### src/rtl/regfile_pkg.sv
`default_nettype none
// ============================================================================
// Module   : regfile_pkg
// Brief    : Shared constants and grant encoding for the regfile write arbiter.
// Revision : 1.0 - initial release
// ============================================================================
package regfile_pkg;

    localparam logic [4:0]  REG_XZR   = 5'd31;
    localparam int unsigned N_DEFAULT = 64;

    typedef enum logic [1:0] {
        GNT_NONE  = 2'd0,
        GNT_PIPE  = 2'd1,
        GNT_AUX   = 2'd2,
        GNT_STALL = 2'd3
    } grant_t;

endpackage
`default_nettype wire

### src/rtl/aux_fifo.sv
`default_nettype none
// ============================================================================
// Module   : aux_fifo
// Brief    : Two-entry in-order queue of {wa,wd} aux writes with pending bitmap.
// Revision : 1.0 - initial release
// ============================================================================
module aux_fifo
    import regfile_pkg::*;
#(
    parameter int unsigned N = N_DEFAULT
) (
    input  logic         clk,
    input  logic         rst,
    input  logic         i_push,
    input  logic [4:0]   i_wa,
    input  logic [N-1:0] i_wd,
    input  logic         i_pop,
    output logic         o_full,
    output logic         o_empty,
    output logic [4:0]   o_head_wa,
    output logic [N-1:0] o_head_wd,
    output logic [31:0]  o_pending
);

    logic [4:0]   r_wa [2];
    logic [N-1:0] r_wd [2];
    logic         r_rd_ptr;
    logic [1:0]   r_count;
    logic         w_wr_ptr;

    assign o_full    = (r_count == 2'd2);
    assign o_empty   = (r_count == 2'd0);
    assign o_head_wa = r_wa[r_rd_ptr];
    assign o_head_wd = r_wd[r_rd_ptr];

    // Next free slot sits right behind the head; pushes into a full queue never arrive.
    assign w_wr_ptr  = r_rd_ptr ^ r_count[0];

    always_ff @(posedge clk) begin
        if (i_push) begin
            r_wa[w_wr_ptr] <= i_wa;
            r_wd[w_wr_ptr] <= i_wd;
        end
    end

    always_ff @(posedge clk) begin
        if (rst) begin
            r_rd_ptr <= 1'b0;
            r_count  <= 2'd0;
        end else begin
            if (i_pop) begin
                r_rd_ptr <= ~r_rd_ptr;
            end
            case ({i_push, i_pop})
                2'b10:   r_count <= r_count + 2'd1;
                2'b01:   r_count <= r_count - 2'd1;
                default: r_count <= r_count;
            endcase
        end
    end

    always_comb begin
        o_pending = '0;
        if (!o_empty) begin
            o_pending[r_wa[r_rd_ptr]] = 1'b1;
        end
        if (o_full) begin
            o_pending[r_wa[~r_rd_ptr]] = 1'b1;
        end
        o_pending[REG_XZR] = 1'b0;
    end

endmodule
`default_nettype wire

### src/rtl/regwrite_arbiter.sv
`default_nettype none
// ============================================================================
// Module   : regwrite_arbiter
// Brief    : Shares one regfile write port between pipeline writeback and a
//            queued multi-cycle unit, stalling the pipe when aux writes starve.
// Revision : 1.0 - initial release
// ============================================================================
module regwrite_arbiter
    import regfile_pkg::*;
#(
    parameter int unsigned N            = 64,
    parameter int unsigned STARVE_LIMIT = 4
) (
    input  logic         clk,
    input  logic         reset,
    input  logic         pipe_we,
    input  logic [4:0]   pipe_wa,
    input  logic [N-1:0] pipe_wd,
    input  logic         aux_valid,
    output logic         aux_ready,
    input  logic [4:0]   aux_wa,
    input  logic [N-1:0] aux_wd,
    output logic         we3,
    output logic [4:0]   wa3,
    output logic [N-1:0] wd3,
    output logic         pipe_stall,
    output logic [31:0]  aux_pending
);

    localparam int unsigned CW = $clog2(STARVE_LIMIT + 1);
    localparam logic [CW-1:0] C_LIMIT = CW'(STARVE_LIMIT);

    logic [CW-1:0] r_starve_cnt;
    grant_t        w_grant;
    logic          w_full;
    logic          w_empty;
    logic          w_push;
    logic          w_pop;
    logic          w_pipe_req;
    logic [4:0]    w_head_wa;
    logic [N-1:0]  w_head_wd;

    assign aux_ready  = !w_full && !reset;
    // XZR aux writes are handshaken but simply dropped.
    assign w_push     = aux_valid && aux_ready && (aux_wa != REG_XZR);
    assign w_pipe_req = pipe_we && (pipe_wa != REG_XZR);

    aux_fifo #(
        .N (N)
    ) u_aux_fifo (
        .clk       (clk),
        .rst       (reset),
        .i_push    (w_push),
        .i_wa      (aux_wa),
        .i_wd      (aux_wd),
        .i_pop     (w_pop),
        .o_full    (w_full),
        .o_empty   (w_empty),
        .o_head_wa (w_head_wa),
        .o_head_wd (w_head_wd),
        .o_pending (aux_pending)
    );

    always_comb begin
        w_grant = GNT_NONE;
        if (reset) begin
            w_grant = GNT_NONE;
        end else if (!w_empty && (r_starve_cnt == C_LIMIT)) begin
            w_grant = GNT_STALL;
        end else if (w_pipe_req) begin
            w_grant = GNT_PIPE;
        end else if (!w_empty) begin
            w_grant = GNT_AUX;
        end
    end

    assign w_pop = (w_grant == GNT_AUX) || (w_grant == GNT_STALL);

    always_comb begin
        we3        = 1'b0;
        wa3        = '0;
        wd3        = '0;
        pipe_stall = 1'b0;
        case (w_grant)
            GNT_PIPE: begin
                we3 = 1'b1;
                wa3 = pipe_wa;
                wd3 = pipe_wd;
            end
            GNT_AUX: begin
                we3 = 1'b1;
                wa3 = w_head_wa;
                wd3 = w_head_wd;
            end
            GNT_STALL: begin
                we3        = 1'b1;
                wa3        = w_head_wa;
                wd3        = w_head_wd;
                pipe_stall = 1'b1;
            end
            default: begin
                we3 = 1'b0;
            end
        endcase
    end

    // Counts pipe wins over a waiting aux entry; any retirement restarts the count.
    always_ff @(posedge clk) begin
        if (reset) begin
            r_starve_cnt <= '0;
        end else if (w_pop) begin
            r_starve_cnt <= '0;
        end else if ((w_grant == GNT_PIPE) && !w_empty && (r_starve_cnt != C_LIMIT)) begin
            r_starve_cnt <= r_starve_cnt + CW'(1);
        end
    end

endmodule
`default_nettype wire

### config.mk
export PLATFORM = sky130hd
export DESIGN_NAME = regwrite_arbiter
export DESIGN_NICKNAME = d
export VERILOG_FILES = /design/src/rtl/regfile_pkg.sv /design/src/rtl/aux_fifo.sv /design/src/rtl/regwrite_arbiter.sv
export SDC_FILE = /design/constraint.sdc
export NUM_CORES = 1
export LEC_CHECK = 0
export ABC_AREA = 1
export BUFFER_PORTS_ARGS = -buffer_cell sky130_fd_sc_hd__buf_2
export CORE_MARGIN = 1
export CORE_UTILIZATION = 32
export CTS_BUF_LIST = sky130_fd_sc_hd__clkbuf_16
export DETAILED_ROUTE_END_ITERATION = 6
export PLACE_DENSITY_LB_ADDON = 0.08
export SLEW_MARGIN = 40
export SYNTH_ARGS = -nofsm -noshare
export SYNTH_HDL_FRONTEND = slang
export SYNTH_SLANG_ARGS = --single-unit
### constraint.sdc
create_clock -name clk -period 6.6 [get_ports clk]
set_clock_uncertainty 0.2 [all_clocks]
set_input_delay 1.32 -clock clk [delete_from_list [all_inputs] [get_ports clk]]
set_output_delay 1.32 -clock clk [all_outputs]
set_load 0.01 [all_outputs]
; After elaboration in Yosys (flattened, before gate mapping)
; Memory sizes are Yosys's and may differ from the RTL's. A register that Yosys moved wholly into a read port is not among the register bits.
; Cells that the tools add are included.
[word_totals]
regBits = 6
memories = 2
output_inout_bits = 104
ramBits = 138
rom_bits = 0
latchBits = 0
inputBits = 142
wordCells = 64
[mem_list]
columns = memory, depth, width, rd, rd_ports_with_merged_regs, write_ports, line
row1 = u_aux_fifo.r_wd, 2, 64, 1, 1, 1, aux_fifo.sv:26  ; logic [N-1:0] r_wd [2];
row2 = u_aux_fifo.r_wa, 2, 5, 2, 1, 1, aux_fifo.sv:25  ; logic [4:0] r_wa [2];
[classes]
n_eq_ne = 10
magnitude_cmp = 4
n_reduce_logical = 18
mul = 0
n_shift = 0
div_mod_pow = 0
addsub = 3
bitwise = 3
muxes = 21
[ops]
columns = op, count
row1 = 64-bit case mux with 2 select lines, 1
row2 = 31-bit 2-to-1 mux, 2
row3 = 31-bit bitwise OR, 1
row4 = "5-bit by 6-bit less-than comparator with 1-bit output, second input constant", 2
row5 = 1-bit demux with 5-bit select, 2
row6 = "5-bit by 1-bit >= comparator with 1-bit output, second input constant", 2
row7 = 1-bit 2-to-1 mux, 10
row8 = "5-bit inequality test, second input constant", 2
row9 = 5-bit case mux with 2 select lines, 1
row10 = 1-bit logical AND, 9
row11 = "2-bit == test, second input constant", 4
row12 = 2-bit 2-to-1 mux, 4
row13 = "2-bit by 1-bit == test with 1-bit output, second input constant", 2
row14 = 2-bit case mux with 2 select lines, 1
row15 = 2-bit OR reduction, 2
row16 = "3-bit by 1-bit adder with 3-bit output, second input constant", 1
row17 = "3-bit == test, second input constant", 1
row18 = 1-bit logical NOT, 3
row19 = "3-bit inequality test, second input constant", 1
row20 = 3-bit OR reduction, 1
row21 = "2-bit by 1-bit adder with 2-bit output, second input constant", 1
row22 = 2-bit logical NOT, 1
row23 = 2-bit nonzero test, 1
row24 = "2-bit by 1-bit subtractor with 2-bit output, second input constant", 1
row25 = other kinds (3), 3

; Longest topological paths before layout
; Gate-level depths: netlist (run 1).
[logic_depth]
depth_word = 9
mapped_depth = 12
mapped_depth_nobuf = 11

; Hierarchy
; Synthesis (run 1) repeated with hierarchy kept, for this count alone.
[hier_totals]
cells_unflattened = 841
area_unflattened_um2 = 7373.3
[by_module_without_submodules]
columns = module, n_inst, seq_area_each_um2, cells_per_inst, area_per_inst_um2
row1 = aux_fifo, 1, 4224.1, 559, 5953.2
row2 = regwrite_arbiter, 1, 60.1, 282, 1420.1

; Least setup slack after synthesis (run 1)
; OpenSTA, ideal clock, no wires.
[synth_timing]
kind = input-to-reg
from = input reset
to = memory u_aux_fifo.r_wa[0][0] (enable)
path_buffers = 0
t_arrival_ns = 4.617
required_time_ns = 5.903
setup_slack_ns = 1.287
setup_ns = 0.497
stages = 3
path_cell_list = nor2_1 -> o211ai_1 -> nor2_1
[synth_via]
elab_chain_cells = 6
[synth_rtl]
columns = element, line
row1 = start: declaration, regwrite_arbiter.sv:15  ; input logic reset,
row2 = 1-bit logical NOT, regwrite_arbiter.sv:43  ; assign aux_ready = !w_full && !reset;
row3 = 1-bit logical AND, regwrite_arbiter.sv:43
row4 = 1-bit logical AND (2 in a row), regwrite_arbiter.sv:45  ; assign w_push = aux_valid && aux_ready && (aux_wa != REG_XZR);
row5 = 1-bit 2-to-1 mux, aux_fifo.sv:40  ; if (i_push) begin
row6 = 1-bit 2-to-1 mux (implied by the code), aux_fifo.sv:41  ; r_wa[w_wr_ptr] <= i_wa;
row7 = end: declaration, aux_fifo.sv:25
; Every way passes these cells.

; Final worst setup path (run 1)
[layout_timing]
from = input reset
to = output wd3[45]
[layout_via]
elab_chain_cells = 4
word_cells_on_any_way = 6
classes_between = 3 x eq/ne / 2 x mux / 1 x reduce/logical
[layout_rtl]
columns = element, line
row1 = 2-bit 2-to-1 mux (*), regwrite_arbiter.sv:66  ; if (reset) begin
row2 = 2-bit == test, regwrite_arbiter.sv:84  ; case (w_grant)
row3 = 2-bit OR reduction (no line), --
row4 = 64-bit case mux with 2 select lines (*), regwrite_arbiter.sv:84
row5 = end: declaration, regwrite_arbiter.sv:25  ; output logic [N-1:0] wd3,
; Every way passes the cells marked *; elsewhere a longest branch is shown, timed or not.

==> impl_metrics.yaml, run 1 <==
timing:
  max_slew.worst_pin.slew_ns: 0.811
  fmax_ghz: 0.223
  final.period_utilization_pct: 67.8
  slew-limit-headroom_pct: 45.9
  tns_ns: 0
  rsz0062_at_grt: "false"
  setup-violations-final: 0
  hold_violations: 0
  layout_min_cycle_time_ns: 4.48
  setup_slack_ns: 2.12
  slew_violations: 0
grt:
  grt_max_degree: 73
  grt_pass1_vias: 5515
  antenna_found_initial: 1
  grt_pass1_wl_mm: 29.6
  gr-total-overflow: 0
  track_usage_pct: 17.3
yosys:
  yosys_warnings: 0
  syn_nets: 925
  ys_seq_area_share_pct: 60.1
  synth.distinct_cells: 25
  synth_top_area_share_pct: 58.2
  synth_edf_count: 138
  ys_seq_elements: 145
  ys.flop_type: "edfxtp_1"
  post_synth.cell_area_avg_um2: 9.13
  async_reset_ff_share_pct: 0
  synth_top_area_cell: "edfxtp_1"
  synth_area_leaders: "edfxtp_1, nand2_1, nand4_1"
  syn_area_um2: 7120
  syn_inst: 780
clock_tree:
  cts_sinks: 145
  cts_root_buffer: "clkbuf_16"
  hold_buffers: 0
  worstSkewPairLatency_ns: 0.41
  cts_resized: 0
  cts_buffers: 17
  post_cts_buffers: 0
  path_clk_slew_ns: 0.06
  clock_path_buffers: 2
  cts_tree: "done"
  htreeDepth: 4
floorplanning:
  pin_count: 246
  die_x_um: 151
  rows: 54
  core-area_um2: 21800
  initial_core_util_pct: 32.6
  die_h_um: 151
  dieArea_um2: 22900
critical_path:
  required_ns: 5.08
  crit_arrival_ns: 2.96
  cp_max_fo: 42
  critical_path_class: "input pin to primary output"
  end_kind: "primary output"
  startpoint_type: "input pin"
placement:
  io_buffers: 244
  place_ws_ns: 2.09
  dp_cells: 1269
  hpwl_mm: 13.3
  place.gp.congestion: 0.855
power_and_ir_drop:
  p_leak_nw: 4.23
  ir_worst_vdd_uv: 171
  total_power_mw: 2.38
  power_density_nw_per_um2: 260
finish:
  most-common-layout-cells: "nand2_1, buf_2, edfxtp_1"
  diodes: 0
  fin_cells: 1301
  finalNetCount: 1153
  final_common_cell: "nand2_1"
  drive_gt1_share_pct: 29.3
  synthToLayoutAreaGrowth_pct: 28.3
routing:
  antenna_left: 0
  drcViolationCount: 0
  vias: 6054
  drt_first_pass_iters: 5
  routedWlPerCell_um: 15.0
  wl_mm: 19.5
  drt_iter0_markers: 271
  vias_per_cell: 4.65
min_path:
  hold_path.class: "flip-flop to flip-flop"
flow_run:
  drv_cap: 0
outcome:
  status: "completed"
-- layout make-up --
| type | instances | area, um2 |
|---|---|---|
| fillers | 2235 | 12700 |
| flip-flops and latches | 145 | 4290 |
| multi-input cells | 562 | 2510 |
| repair buffers | 253 | 1290 |
| clock buffers | 17 | 425 |
| well taps | 280 | 350 |
| clock inverters | 15 | 168 |
| inverters | 29 | 111 |
-- worst max-delay path: stages --
cell and delay [ns]:
buf_2 0.15, inv_2 0.60, buf_4 0.46, nand4_1 0.16, nand2_1 0.11, buf_2 0.13
-- kinds of logic (layout without fill, tap and decap cells) --
group / Yosys count / after routing / synth area share [%]
fa+ha+maj: 3 / 3 / 0.527
flops: 145 / 145 / 60.1
other cells: 1 / 1 / 0.0526
simple gates: 499 / 499 / 30.0
compound gates: 56 / 56 / 3.97
buf+inv: 73 / 314 / 4.94
xor+xnor: 3 / 3 / 0.369
-- sequential cells by signal (all words and copies together) (netlist names), named ones only --
name / count
r_starve_cnt: 3
u_aux_fifo.r_count: 2
u_aux_fifo.r_rd_ptr: 1
u_aux_fifo.r_wa: 10
u_aux_fifo.r_wd: 128
-- cell usage after synthesis (3+ instances only) --
library cell	instances
o21ai_0	46
nor2_2	3
clkbuf_1	24
dfxtp_1	7
inv_2	3
edfxtp_1	138
buf_6	8
nor2_4	4
o21ai_1	3
nor2_1	21
buf_2	11
nand4_1	72
nand3_1	8
inv_1	26
nand2_1	387
ha_1	3
a21oi_1	6
-- per-stage QoR --
step | cell area, um2 | hold slack [ns] | util, %
after global placement | 8540 | 0.279 | 39.1
after CTS | 9140 | 0.298 | 41.9
after detailed placement | 8540 | 0.290 | 39.1
after global routing | 9140 | 0.327 | 41.9
final | 9140 | 0.297 | 41.9
after floorplan | 7120 | 0.262 | -
-- final timing paths --
path | start | to | slack [ns] | cells past startpoint
worst min-delay path | r_starve_cnt[1]$_SDFFE_PP0P_ | r_starve_cnt[1]$_SDFFE_PP0P_ | 0.30 | 2
worst max-delay path | reset | wd3[45] | 2.12 | 6
worst min register to register | r_starve_cnt[1]$_SDFFE_PP0P_ | r_starve_cnt[1]$_SDFFE_PP0P_ | 0.30 | 2
worst max register to register | u_aux_fifo.r_count[0]$_SDFFE_PP0P_ | u_aux_fifo.r_wd[1][2]$_DFFE_PP_ | 4.00 | 5
-- power by group --
group,internal (mW),switching [mW]
Clock,0.591,0.359
Combinational,0.110,0.222
Sequential,1.07,0.0198
-- layer usage --
metal  vias to the layer above  share of wire (%)  global-route usage [%]
met4                         2                1.4                    5.25
li1                       3096                  -                       -
met5                         -              0.067                       0
met1                      2743                 43                    20.8
met3                        18                6.1                    4.91
met2                       195                 50                    29.8
No activity file was read; power rests on OpenSTA's default activity.
==> inputs of run 2 (changes only) <==
==> constraint.sdc (replaced) <==
create_clock -name clk -period 3.9 [get_ports clk]
set_clock_uncertainty 0.2 [all_clocks]
set_input_delay 0.78 -clock clk [delete_from_list [all_inputs] [get_ports clk]]
set_output_delay 0.78 -clock clk [all_outputs]
set_load 0.01 [all_outputs]
==> impl_metrics.yaml, run 2 (same netlist as run 1, synthesis figures left out) <==
critical_path:
  end_kind: "primary output"
  path_cells: "buf_4, inv_2, buf_4, nand2_1, nand2_1, nand2_1, nand2_1, buf_2"
  critical_path_class: "flip-flop to primary output"
  crit_arrival_ns: 2.33
  crit_top_cell: "nand2_1"
  cp_max_fo: 44
  critical_path_buf_inv_count: 4
  required_ns: 2.92
  crit_family: "buffers and inverters"
  crit_slowest_cell: "dfxtp_2"
  slowest_delay_ns: 0.59
  startpoint_type: "flip-flop"
power_and_ir_drop:
  power_density_nw_per_um2: 430
  p_leak_nw: 4.24
  ir_worst_vdd_uv: 285
floorplanning:
  dieArea_um2: 22900
  core-area_um2: 21800
  die_h_um: 151
  die_x_um: 151
  rows: 54
  initial_core_util_pct: 32.6
  pin_count: 246
grt:
  grt_pass1_wl_mm: 29.0
  antenna_found_initial: 2
  grt_pass1_vias: 5306
  gr-total-overflow: 0
  grt_max_degree: 73
  track_usage_pct: 17.0
clock_tree:
  cts_sinks: 145
  cts_buffers: 17
  cts_root_buffer: "clkbuf_16"
  path_clk_slew_ns: 0.06
  worstSkewPairLatency_ns: 0.41
  hold_buffers: 0
  cts_tree: "done"
  post_cts_buffers: 0
  clock_path_buffers: 2
  cts_resized: 0
  htreeDepth: 4
routing:
  vias: 6064
  drt_iter0_markers: 204
  wl_mm: 19.5
  drt_first_pass_iters: 4
  vias_per_cell: 4.64
  antenna_left: 0
  drcViolationCount: 0
  routedWlPerCell_um: 14.9
timing:
  slew_violations: 0
  final.period_utilization_pct: 84.7
  setup_slack_ns: 0.595
  setup-violations-final: 0
  layout_min_cycle_time_ns: 3.31
  holdWs_ns: 0.292
  rsz0062_at_grt: "false"
  max_slew.worst_pin.slew_ns: 0.632
  fmax_ghz: 0.303
  slew-limit-headroom_pct: 57.7
  hold_violations: 0
finish:
  largest_reg_flops: 128
  finalNetCount: 1158
  top_register: "u_aux_fifo.r_wd"
  nFillCells: 2235
  top_regs: "u_aux_fifo.r_wd: 128 flops, u_aux_fifo.r_wa: 10 flops, r_starve_cnt: 3 flops"
  seqCellArea_um2: 4290
  most-common-layout-cells: "nand2_1, buf_2, edfxtp_1"
  multi_input_area_um2: 2500
  drive_gt1_share_pct: 29.7
  final_common_cell: "nand2_1"
  synthToLayoutAreaGrowth_pct: 28.8
flow_run:
  drv_cap: 0
placement:
  place_ws_ns: 0.777
  place.gp.congestion: 0.869
  io_buffers: 244
  hpwl_mm: 13.3
min_path:
  hold_path.class: "flip-flop to flip-flop"
outcome:
  status: "completed"
-- run 2: changes by cell type in the layout (fill, tap and decap cells not counted), moves of 2 or more --
cell,previous run,this run
buf_4,8,11
buf_12,0,3
bufinv_16,3,1
clkinv_4,3,1
clkinvlp_4,1,3
inv_6,2,5
-- run 2: metal layers --
layer | vias to the layer above | track usage (%) | part of all wire, %
met5 | - | 0 | 0.051
met4 | 2 | 6.45 | 1.5
met3 | 19 | 4.37 | 5.7
met2 | 175 | 28.9 | 49
met1 | 2762 | 20.6 | 43
li1 | 3106 | - | -
-- run 2: tightest hold or removal path, delay by kind of cell, from the launching register on --
kind	cells	cell delay, ns
flops	1	0.32
simple gates	1	0.07
compound gates	1	0.06
-- run 2: path summary, 6_finish.rpt --
check        slack (ns)                               start                              end  depth (start not counted)
max                0.59                           flip-flop                          wd3[23]                          8
min reg2reg        0.29        r_starve_cnt[1]$_SDFFE_PP0P_     r_starve_cnt[1]$_SDFFE_PP0P_                          2
max reg2reg        1.50  u_aux_fifo.r_count[0]$_SDFFE_PP0P_  u_aux_fifo.r_wd[1][9]$_DFFE_PP_                          5
min                0.29        r_starve_cnt[1]$_SDFFE_PP0P_     r_starve_cnt[1]$_SDFFE_PP0P_                          2
-- run 2: stage by stage --
| stage | power, mW | setup TNS (ns) | util, % | std cells | instance area (um2) |
|---|---|---|---|---|---|
| floorplan | 2.22 | -120.51 | - | 780 | 7120 |
| global placement | 2.46 | 0 | 39.5 | 1274 | 8610 |
| detailed placement | 2.46 | 0 | 39.5 | 1274 | 8610 |
| CTS | 4.01 | 0 | 42.0 | 1306 | 9170 |
| global route | 4.14 | 0 | 42.0 | 1306 | 9170 |
| finish | 3.95 | 0 | 42.0 | 1307 | 9170 |
-- run 2: power breakdown --
group	internal (mW)	switching, mW	leakage [nW]	total [mW]
logic	0.193	0.376	2.64	0.569
clock network	0.884	0.648	0.272	1.53
registers	1.82	0.0304	1.32	1.85
-- run 2: final cells by class --
| type | instances | share of cell area (%) |
|---|---|---|
| clock inverters | 15 | 1.46 |
| inverters | 29 | 1.19 |
| flip-flops and latches | 145 | 46.7 |
| multi-input cells | 562 | 27.3 |
| clock buffers | 17 | 4.64 |
| well taps | 280 | 3.82 |
| repair buffers | 258 | 14.9 |
| diodes | 1 | 0.0273 |
==> inputs of run 3 (changes only) <==
--- a/config.mk
+++ b/config.mk
@@ -5,7 +5,7 @@
 export SDC_FILE = /design/constraint.sdc
 export NUM_CORES = 1
 export LEC_CHECK = 0
-export ABC_AREA = 1
+export ABC_AREA = 0
 export BUFFER_PORTS_ARGS = -buffer_cell sky130_fd_sc_hd__buf_2
 export CORE_MARGIN = 1
 export CORE_UTILIZATION = 32
==> constraint.sdc (replaced) <==
create_clock -name clk -period 3 [get_ports clk]
set_clock_uncertainty 0.2 [all_clocks]
set_input_delay 0.6 -clock clk [delete_from_list [all_inputs] [get_ports clk]]
set_output_delay 0.6 -clock clk [all_outputs]
set_load 0.01 [all_outputs]
==> impl_metrics.yaml, run 3 <==
critical_path:
  slowest_delay_ns: 0.53
  required_ns: 2.20
  startpoint_type: "input pin"
  critical_path_buf_inv_count: 3
  crit_slowest_cell: "or3_4"
  critical_path_class: "input pin to primary output"
  crit_top_cell: "buf_2"
  cp_max_fo: 7
  crit_arrival_ns: 2.21
  end_kind: "primary output"
  crit_family: "simple AND/OR/NAND/NOR gates"
  path_cells: "buf_2, nand3_1, o211a_4, or3_4, buf_12, o2bb2ai_2, buf_2"
clock_tree:
  htreeDepth: 4
  cts_root_buffer: "clkbuf_16"
  cts_buffers: 17
  clock_path_buffers: 2
  worstSkewPairLatency_ns: 0.42
  path_clk_slew_ns: 0.06
  cts_tree: "done"
  cts_sinks: 145
power_and_ir_drop:
  p_leak_nw: 3.66
  cell_internal_pwr_mw: 4.26
  ir_worst_vdd_uv: 375
  seq_power_share_pct: 42.7
  p_clk_share_pct: 38.8
  power_density_nw_per_um2: 590
  total_power_mw: 5.75
  sw_frac_of_total_pct: 25.9
  p_sw_mw: 1.49
  pwr-share-comb_pct: 18.5
yosys:
  yosys_warnings: 0
  syn_nets: 596
  syn_area_um2: 6610
  post_synth.cell_area_avg_um2: 14.7
  synth_top_area_cell: "edfxtp_1"
  synth.most_common_cell: "edfxtp_1"
  ys_seq_elements: 145
  syn_inst: 451
  synth_top_area_share_pct: 62.7
  synth.distinct_cells: 42
  ys_seq_area_share_pct: 64.8
  async_reset_ff_share_pct: 0
  ys.flop_type: "edfxtp_1"
  synth_commonest_cells: "edfxtp_1, mux2i_1, o2bb2ai_1"
  synth_edf_count: 138
  synth_area_leaders: "edfxtp_1, mux2i_1, o2bb2ai_1"
finish:
  top_register: "u_aux_fifo.r_wd"
  most-common-layout-cells: "buf_2, edfxtp_1, mux2i_1"
  top_regs: "u_aux_fifo.r_wd: 128 flops, u_aux_fifo.r_wa: 10 flops, r_starve_cnt: 3 flops"
  drive_gt1_share_pct: 52.2
  finalInstanceArea_um2: 9740
  finalNetCount: 861
  largest_reg_flops: 128
  synthToLayoutAreaGrowth_pct: 47.4
  diodes: 0
  final_common_cell: "buf_2"
timing:
  max_slew.worst_pin.slew_ns: 0.610
  tns_ns: -0.0115
  setup_slack_ns: -0.00845
  rsz0062_at_grt: "true"
  slew_violations: 0
  holdWs_ns: 0.169
  final.period_utilization_pct: 100
  layout_min_cycle_time_ns: 3.01
  hold_violations: 0
  fmax_ghz: 0.332
  setup-violations-final: 2
  slew-limit-headroom_pct: 59.1
routing:
  routedWlPerCell_um: 18.6
  vias: 4987
  drcViolationCount: 0
  drt_iter0_markers: 215
  antenna_left: 0
  vias_per_cell: 5.00
  wl_mm: 18.6
  drt_first_pass_iters: 4
placement:
  hpwl_mm: 11.9
  dpl-instance-area_um2: 8210
  io_buffers: 244
  place.gp.congestion: 0.874
grt:
  gr-total-overflow: 0
  track_usage_pct: 15.7
  grt_pass1_vias: 4809
  antenna_found_initial: 1
  grt_pass1_wl_mm: 25.6
  grt_max_degree: 46
floorplanning:
  rows: 52
  core-area_um2: 20200
  die_h_um: 146
  dieArea_um2: 21200
  die_x_um: 146
  initial_core_util_pct: 32.7
  pin_count: 246
outcome:
  status: "finished with violations"
  violations: "negative setup slack"
min_path:
  hold_path.class: "input pin to flip-flop"
flow_run:
  drv_cap: 0
==> run 3: changes by cell type after synthesis, sizes merged, moves of 6 or more <==
cell,change
nand2,-361
nand4,-72
mux2i,+69
o2bb2ai,+69
o21ai,-42
o22ai,+31
inv,-22
nor2,-21
clkbuf,-17
a32o,+6
==> run 3: final timing paths <==
kind / start / to / slack, ns / cells after the start
max: pipe_wa[2] / wd3[8] / -0.008 / 7
min: aux_wd[29] / u_aux_fifo.r_wd[0][29]$_DFFE_PP_ / 0.17 / 1
max reg2reg: r_starve_cnt[0]$_SDFFE_PP0P_ / u_aux_fifo.r_count[1]$_SDFFE_PP0P_ / 0.35 / 11
min reg2reg: r_starve_cnt[2]$_SDFFE_PP0P_ / r_starve_cnt[2]$_SDFFE_PP0P_ / 0.38 / 2
==> run 3: power groups by stage <==
| stage | clock network (mW) | logic [mW] | registers [mW] |
|---|---|---|---|
| after global placement | 0 | 0.841 | 2.49 |
| after CTS | 2.28 | 0.875 | 2.45 |
| after global routing | 2.36 | 1.14 | 2.47 |
| after detailed placement | 0 | 0.858 | 2.50 |
| final | 2.23 | 1.06 | 2.46 |
| after floorplan | 0 | 0.528 | 2.47 |
==> run 3: cell type report <==
| type | instances | area, um2 |
|---|---|---|
| clock buffers | 17 | 425 |
| inverters | 7 | 38.8 |
| fillers | 1801 | 10500 |
| repair buffers | 276 | 1780 |
| flip-flops and latches | 145 | 4290 |
| multi-input cells | 269 | 2670 |
| well taps | 270 | 338 |
| clock inverters | 14 | 203 |
==> run 3: cells by family after synthesis <==
logic type / synth area share [%]
xor+xnor: 0.530
simple gates: 4.71
fa+ha+maj: 0.568
flops: 64.8
compound gates: 15.9
mux: 10.6
buf+inv: 2.82
other cells: 0.0567
==> run 3: stage by stage <==
step	worst slack, ns	util (%)	cells
floorplan	-0.679	-	451
finish	-0.00845	48.1	998
CTS	0.0169	43.9	979
global route	-0.0706	48.1	998
global placement	0.0789	40.6	946
detailed placement	0.0100	40.6	946
==> run 3: layer usage <==
| metal | share of wire [%] | vias to the layer above | track usage [%] |
|---|---|---|---|
| met1 | 41 | 2408 | 18.2 |
| met4 | 1.4 | 2 | 5.58 |
| met3 | 6.3 | 22 | 4.73 |
| met2 | 51 | 195 | 27.2 |
| li1 | - | 2360 | - |
| met5 | 0.075 | - | 0 |
==> run 3: timing repair <==
item / in CTS / in global routing
cloned: 1 / 11
pin swaps: 0 / 43
endpoints found under the setup margin: 68 / 66
hold buffers: 0 / 0
gates resized for setup: 6 / 85
hold endpoints to repair: 0 / 0
setup buffers: 1 / 8
